<file path="config.mk">
export PLATFORM = sky130hd
export DESIGN_NAME = reg_bank_reader_flat
export DESIGN_NICKNAME = d
export VERILOG_FILES = /design/src/rtl/reg_bank_reader_pkg.sv /design/src/rtl/reg_bank_reader_if.sv /design/src/rtl/reg_bank_reader_rsp_fifo2.sv /design/src/rtl/reg_bank_reader.sv /design/src/flat_wrapper.sv
export SDC_FILE = /design/constraint.sdc
export NUM_CORES = 1
export LEC_CHECK = 0
export CORE_MARGIN = 2
export CORE_UTILIZATION = 45
export DETAILED_ROUTE_END_ITERATION = 10
export SYNTH_ARGS = -nofsm -noshare
export SYNTH_HDL_FRONTEND = slang
export SYNTH_HIERARCHICAL = 1
export SYNTH_SLANG_ARGS = --single-unit
export TNS_END_PERCENT = 20
</file>
<file path="constraint.sdc">
create_clock -name clk -period 3.8 [get_ports clk]
set_input_delay 0.76 -clock clk [delete_from_list [all_inputs] [get_ports clk]]
set_output_delay 0.76 -clock clk [all_outputs]
set_load 0.02 [all_outputs]
</file>
<file path="src/rtl/reg_bank_reader_pkg.sv">
// Shared definitions for the load-register bank read path.
// Contents:
//    DATA_W, ADDR_W   register width and address width used by every file
//    rsp_t            one queued read response (error flag + read data)
//    fifo_state_e     occupancy of the two-entry response queue
//    in_range()       true when an address selects an existing bank register
package reg_bank_reader_pkg;

   localparam int DATA_W = 32;
   localparam int ADDR_W = 8;

   // A response carries its data and a flag for out-of-range requests.
   // Out-of-range responses always carry zero data.
   typedef struct packed {
      logic              err;
      logic [DATA_W-1:0] data;
   } rsp_t;

   // The queue state doubles as the 2-bit occupancy count.
   typedef enum logic [1:0] {
      EMPTY = 2'd0,
      ONE   = 2'd1,
      FULL  = 2'd2
   } fifo_state_e;

   // Addresses at or above the bank size do not select a register.
   function automatic logic in_range(input logic [ADDR_W-1:0] addr, input int numRegs);
      return int'(addr) < numRegs;
   endfunction

endpackage

</file>
<file path="src/rtl/reg_bank_reader_if.sv">
// Bundle of the write-load and read request/response signals of the bank.
// Signals:
//    wr_load, wr_addr, wr_data      load-register write port
//    req_valid, req_ready, req_addr read request channel
//    rsp_valid, rsp_ready           read response channel handshake
//    rsp_data, rsp_err              head-of-queue response contents
// Modports:
//    master   the requester (drives writes, requests, and response acceptance)
//    slave    the register bank itself
interface reg_bank_reader_if;
   import reg_bank_reader_pkg::*;

   logic              wr_load;
   logic [ADDR_W-1:0] wr_addr;
   logic [DATA_W-1:0] wr_data;

   logic              req_valid;
   logic              req_ready;
   logic [ADDR_W-1:0] req_addr;

   logic              rsp_valid;
   logic              rsp_ready;
   logic [DATA_W-1:0] rsp_data;
   logic              rsp_err;

   modport master (
      output wr_load, wr_addr, wr_data,
      output req_valid, req_addr,
      input  req_ready,
      input  rsp_valid, rsp_data, rsp_err,
      output rsp_ready
   );

   modport slave (
      input  wr_load, wr_addr, wr_data,
      input  req_valid, req_addr,
      output req_ready,
      output rsp_valid, rsp_data, rsp_err,
      input  rsp_ready
   );

endinterface

</file>
<file path="src/rtl/reg_bank_reader_rsp_fifo2.sv">
// Two-entry response queue for the register bank reader.
// Ports:
//    clk          clock, all updates on the rising edge
//    rst          synchronous active-high reset, empties the queue
//    push_i       write pushData_i behind existing entries (ignored when full)
//    pushData_i   response to enqueue
//    pop_i        drop the head entry (ignored when empty)
//    head_o       head entry; all zeros whenever the queue is empty
//    count_o      occupancy 0..2
//    full_o       two entries held
//    empty_o      no entries held
module rsp_fifo2
   import reg_bank_reader_pkg::*;
(
   input  logic        clk,
   input  logic        rst,
   input  logic        push_i,
   input  rsp_t        pushData_i,
   input  logic        pop_i,
   output rsp_t        head_o,
   output logic [1:0]  count_o,
   output logic        full_o,
   output logic        empty_o
);

   fifo_state_e state_q;
   rsp_t        head_q;
   rsp_t        tail_q;

   // Occupancy FSM with the two storage slots. The head slot is always the
   // oldest entry and is cleared whenever the queue drains, so the head output
   // reads as zero when empty without any extra masking. A push together with
   // a pop at one entry replaces the head directly; at FULL the tail moves up.
   always_ff @(posedge clk) begin
      if (rst) begin
         state_q <= EMPTY;
         head_q  <= '0;
         tail_q  <= '0;
      end else begin
         case (state_q)
            EMPTY: begin
               if (push_i) begin
                  head_q  <= pushData_i;
                  state_q <= ONE;
               end
            end
            ONE: begin
               if (push_i && pop_i) begin
                  head_q <= pushData_i;
               end else if (push_i) begin
                  tail_q  <= pushData_i;
                  state_q <= FULL;
               end else if (pop_i) begin
                  head_q  <= '0;
                  state_q <= EMPTY;
               end
            end
            FULL: begin
               if (pop_i) begin
                  head_q  <= tail_q;
                  tail_q  <= '0;
                  state_q <= ONE;
               end
            end
            default: begin
               state_q <= EMPTY;
               head_q  <= '0;
               tail_q  <= '0;
            end
         endcase
      end
   end

   // Status is taken straight from the registered state.
   assign head_o  = head_q;
   assign count_o = state_q;
   assign full_o  = (state_q == FULL);
   assign empty_o = (state_q == EMPTY);

endmodule

</file>
<file path="src/rtl/reg_bank_reader.sv">
// Read side of the load-register bank.
// Holds NUM_REGS registers written through the load port and answers read
// requests through a valid/ready request channel and a two-entry buffered
// response channel, so a stalled consumer never loses a response.
// Ports:
//    clk    clock, all state updates on the rising edge
//    rst    synchronous active-high reset; clears the bank and the queue
//    bus    reg_bank_reader_if.slave: load port, request and response channels
// Widths come from reg_bank_reader_pkg (DATA_W, ADDR_W).
module reg_bank_reader
   import reg_bank_reader_pkg::*;
#(
   parameter int NUM_REGS = 8
) (
   input  logic              clk,
   input  logic              rst,
   reg_bank_reader_if.slave  bus
);

   localparam int IDX_W = (NUM_REGS > 1) ? $clog2(NUM_REGS) : 1;

   logic [DATA_W-1:0] bank_q [NUM_REGS];
   rsp_t              rsp_d;
   rsp_t              fifoHead;
   logic [1:0]        fifoCount;
   logic              fifoFull;
   logic              fifoEmpty;
   logic              reqFire;
   logic              rspFire;

   // Bank write port. Out-of-range addresses are dropped; reset takes
   // priority over any load in the same cycle.
   always_ff @(posedge clk) begin
      if (rst) begin
         for (int i = 0; i < NUM_REGS; i++) begin
            bank_q[i] <= '0;
         end
      end else if (bus.wr_load && in_range(bus.wr_addr, NUM_REGS)) begin
         bank_q[bus.wr_addr[IDX_W-1:0]] <= bus.wr_data;
      end
   end

   // Read mux for the incoming request. It looks at the registered bank, so a
   // load to the same address in the same cycle is not yet visible and the
   // old contents are returned. Out-of-range reads become zero data with err.
   always_comb begin
      rsp_d = '0;
      if (in_range(bus.req_addr, NUM_REGS)) begin
         rsp_d.data = bank_q[bus.req_addr[IDX_W-1:0]];
      end else begin
         rsp_d.err = 1'b1;
      end
   end

   // Requests are accepted only while a queue slot is free right now; a pop
   // in the same cycle does not open a slot early.
   assign reqFire = bus.req_valid && !fifoFull;
   assign rspFire = bus.rsp_ready && !fifoEmpty;

   rsp_fifo2 u_rspFifo (
      .clk        (clk),
      .rst        (rst),
      .push_i     (reqFire),
      .pushData_i (rsp_d),
      .pop_i      (rspFire),
      .head_o     (fifoHead),
      .count_o    (fifoCount),
      .full_o     (fifoFull),
      .empty_o    (fifoEmpty)
   );

   assign bus.req_ready = !fifoFull;
   assign bus.rsp_valid = (fifoCount != 2'd0);
   assign bus.rsp_data  = fifoHead.data;
   assign bus.rsp_err   = fifoHead.err;

endmodule

</file>
<file path="src/flat_wrapper.sv">
// flat-port wrapper written by rule: the top's interface ports become plain ports
module reg_bank_reader_flat import reg_bank_reader_pkg::*;
#(
   parameter int NUM_REGS = 8
)
  (clk, rst, bus_wr_load, bus_wr_addr, bus_wr_data, bus_req_valid, bus_req_addr, bus_req_ready, bus_rsp_valid, bus_rsp_data, bus_rsp_err, bus_rsp_ready);
  reg_bank_reader_if bus_i ();
  input  logic clk;
  input  logic rst;
  input wire logic [$bits(bus_i.wr_load)-1:0] bus_wr_load;
  input wire logic [$bits(bus_i.wr_addr)-1:0] bus_wr_addr;
  input wire logic [$bits(bus_i.wr_data)-1:0] bus_wr_data;
  input wire logic [$bits(bus_i.req_valid)-1:0] bus_req_valid;
  input wire logic [$bits(bus_i.req_addr)-1:0] bus_req_addr;
  output wire logic [$bits(bus_i.req_ready)-1:0] bus_req_ready;
  output wire logic [$bits(bus_i.rsp_valid)-1:0] bus_rsp_valid;
  output wire logic [$bits(bus_i.rsp_data)-1:0] bus_rsp_data;
  output wire logic [$bits(bus_i.rsp_err)-1:0] bus_rsp_err;
  input wire logic [$bits(bus_i.rsp_ready)-1:0] bus_rsp_ready;
  assign bus_i.wr_load = bus_wr_load;
  assign bus_i.wr_addr = bus_wr_addr;
  assign bus_i.wr_data = bus_wr_data;
  assign bus_i.req_valid = bus_req_valid;
  assign bus_i.req_addr = bus_req_addr;
  assign bus_req_ready = bus_i.req_ready;
  assign bus_rsp_valid = bus_i.rsp_valid;
  assign bus_rsp_data = bus_i.rsp_data;
  assign bus_rsp_err = bus_i.rsp_err;
  assign bus_i.rsp_ready = bus_rsp_ready;
  reg_bank_reader #(.NUM_REGS(NUM_REGS)) u_core (.clk(clk), .rst(rst), .bus(bus_i));
endmodule
</file>
==> flow_summary.yaml <==
hold_path:
  hold_path.class: "reg2reg"
  worstHoldEndpoint: "u_core/u_rspFifo/head_o[25]"
  min_path_cells: 2
  hp-start: "u_core/u_rspFifo/head_o[25]"
die:
  die-height_um: 183
  initial_core_util: 0.457
  die_w_um: 183
  fp.dieArea_um2: 33600
  io_pins: 88
  core_area_um2: 31600
  rows: 65
worst_setup_path:
  criticalPathCategory: "reg2out"
  max_stage_delay_ns: 0.89
  start_kind: "register"
  arrival_ns: 2.32
  critical_path_required_ns: 3.04
  critPathSlowestCell: "dfxtp_1"
  crit_path_end_kind: "output port"
  r2r_cells: 8
  path_cells: "nor2b_4, inv_1, clkdlybuf4s50_1"
  critPathMaxFanout: 24
  reg2reg_setup_slack_ns: 0.91
  r2r_start: "u_core/u_rspFifo/count_o[1]"
  r2r-end: "u_core/u_rspFifo/head_o[15]"
  crit_start: "u_core/u_rspFifo/count_o[1]"
sta:
  maxSlewViolCount: 0
  fin_crit_sh: 0.811
  max_freq_mhz: 324
  rsz0062_at_grt: "no"
  hold_violations: 0
  finClkSkew_ns: 0.0237
  tightest_slew_ns: 0.931
  timing.slew.headroom: 0.379
  tns_ns: 0
  finalSetupViolCount: 0
  layout_min_cycle_time_ns: 3.08
routing:
  viasPerCell: 5.59
  vias: 8992
  finalWirelength_mm: 34.2
  wire_per_inst_um: 21.3
  drc: 0
  drtIter0Drc: 714
  dr.pass1.iters: 8
  ant_nets: 0
global_route:
  antenna_found_initial: 0
  grt_pass1_vias: 8907
  groute.usage.overall: 0.209
  grt_max_degree: 71
  gr-total-overflow: 0
  grt_pass1_wl_mm: 53.2
run_status:
  outcome: "complete, no violations"
synth:
  syn_avg_cell_area_um2: 13.1
  syn-num-nets: 1153
  netlist_area_um2: 14500
  ys_warn_count: 6
  synth_seq_area_share: 0.626
  synth_seq_cells: 324
  synth_cells: 1100
  ys_types: 43
pwr:
  combinationalPowerShare: 0.085
  seq_power_share: 0.492
  power_frac_clock: 0.423
  p_int_mw: 6.31
  sw_frac_of_total: 0.226
  p_sw_mw: 1.85
  ir_drop_v: 0.000295
  leakage_nw: 5.50
  power.density_nw_per_um2: 481
finish:
  fill_cells: 2664
  diodes: 0
  area_delta_synth_final_pct: 17.2
  seq_area_um2: 9050
  multi_input_area_um2: 4940
  nNetsFinal: 1238
  layout-drive-gt1-share: 0.189
  fin_util: 0.536
  final_cell_mix: "nor2_1, edfxtp_1, clkdlybuf4s50_1, nand2_1, dfxtp_1"
  final_common_cell: "nor2_1"
job:
  max-cap-violations: 0
clocking:
  clk-insertion-delay-late_ns: 0.53
  htree_levels: 2
  cts.sinks: 324
  postCtsSetupRepairBufs: 0
  clk_path_buf_depth: 3
  path_clk_slew_ns: 0.06
  tritoncts: "done"
  ctsResizeCount: 0
  cts_hold_buffers: 0
  cts_root_buffer: "clkbuf_16"
  cts_buffers: 36
place:
  gp_congestion: 0.775
  dp_hpwl_mm: 22.9
  numPortBuffers: 87
## how the worst max path moves through the flow
stage	endpoint	cells past startpoint	slack (ns)
after floorplan	u_core/bank_q[0][0]	4	0.40
after global placement	u_core/u_rspFifo/tail_q[2]	7	0.85
after detailed placement	u_core/bank_q[1][11]	5	0.77
after CTS	bus_req_ready	3	0.69
after global routing	bus_req_ready	3	0.58
final	bus_req_ready	3	0.72
## final cells by class
cell class,instances,area share
flip-flops and latches,324,0.534
multi-input cells,684,0.291
clock inverters,21,0.0150
inverters,2,0.000443
clock buffers,40,0.0540
well taps,402,0.0297
repair buffers,137,0.0756
## cells by family (layout without fill, tap and decap cells)
kind of cell,Yosys count,after routing,synth area share
simple gates,442,442,0.132
flops,324,324,0.626
compound gates,144,144,0.0794
mux,98,98,0.123
buf+inv,92,200,0.0393
## layer usage
layer / track usage / vias to the layer above / routed length (um) / part of all wire
met5: 0 / - / 0 / 0
met4: 0.0480 / 0 / 618 / 0.018
met3: 0.0387 / 47 / 2370 / 0.069
met2: 0.315 / 294 / 15300 / 0.45
met1: 0.316 / 4472 / 15900 / 0.47
li1: - / 4179 / - / -
## power groups by stage
stage	Sequential, mW	Clock, mW	Combinational, mW
4_1_cts	4.02	3.53	0.699
3_5_place_dp	4.09	0	0.697
6_report	4.02	3.45	0.693
5_1_grt	4.03	3.64	0.740
3_3_place_gp	4.08	0	0.698
2_1_floorplan	4.07	0	0.463
## through the flow
stage / total power [mW] / area (um2) / cells / setup slack, ns / hold WS, ns
after floorplan: 4.53 / 14500 / 1100 / 0.397 / 0.460
after global placement: 4.78 / 15800 / 1549 / 0.845 / 0.463
after detailed placement: 4.79 / 15800 / 1549 / 0.768 / 0.469
after CTS: 8.24 / 17000 / 1610 / 0.690 / 0.477
after global routing: 8.42 / 17000 / 1610 / 0.584 / 0.499
final: 8.16 / 17000 / 1610 / 0.717 / 0.475
## flip-flops by register name, summed over array words and instances (netlist names)
register	cells
u_core/bank_q	256
u_core/u_rspFifo/head_o	33
u_core/u_rspFifo/tail_q	33
u_core/u_rspFifo/count_o	2
## critical path: cells and delay by family, from the launching register on
family,cells,cell delay [ns]
buffers and inverters,2,0.58
DFF,1,0.89
and+or+nand+nor,1,0.33
## synthesized netlist by cell type, drive strengths merged
| cell type | n | area share |
|---|---|---|
| inv | 1 | 0.00026 |
| nor2b | 9 | 0.0053 |
| o22a | 2 | 0.0012 |
| nor4b | 1 | 0.0016 |
| nand4b | 2 | 0.0012 |
| clkinv | 1 | 0.00026 |
| mux2i | 34 | 0.024 |
| clkbuf | 40 | 0.012 |
| edfxtp | 256 | 0.53 |
| and3b | 1 | 0.00061 |
| or2 | 1 | 0.00043 |
| a31oi | 2 | 0.00087 |
| o21bai | 8 | 0.0042 |
| a22oi | 26 | 0.020 |
| mux4 | 64 | 0.10 |
| and3 | 4 | 0.0017 |
| a22o | 32 | 0.019 |
| nand3b | 6 | 0.0031 |
| nor2 | 295 | 0.077 |
| a311oi | 6 | 0.0036 |
| a21oi | 41 | 0.019 |
| nor3b | 5 | 0.0026 |
| dfxtp | 68 | 0.094 |
| o21ai | 26 | 0.0090 |
| nand2b | 1 | 0.00095 |
| nand3 | 8 | 0.0028 |
| nand2 | 71 | 0.018 |
| and2 | 34 | 0.015 |
| nor3 | 3 | 0.0010 |
| buf | 50 | 0.027 |
| nand4 | 1 | 0.00043 |
| a211oi | 1 | 0.0014 |
(Power assumes the default switching activity.)
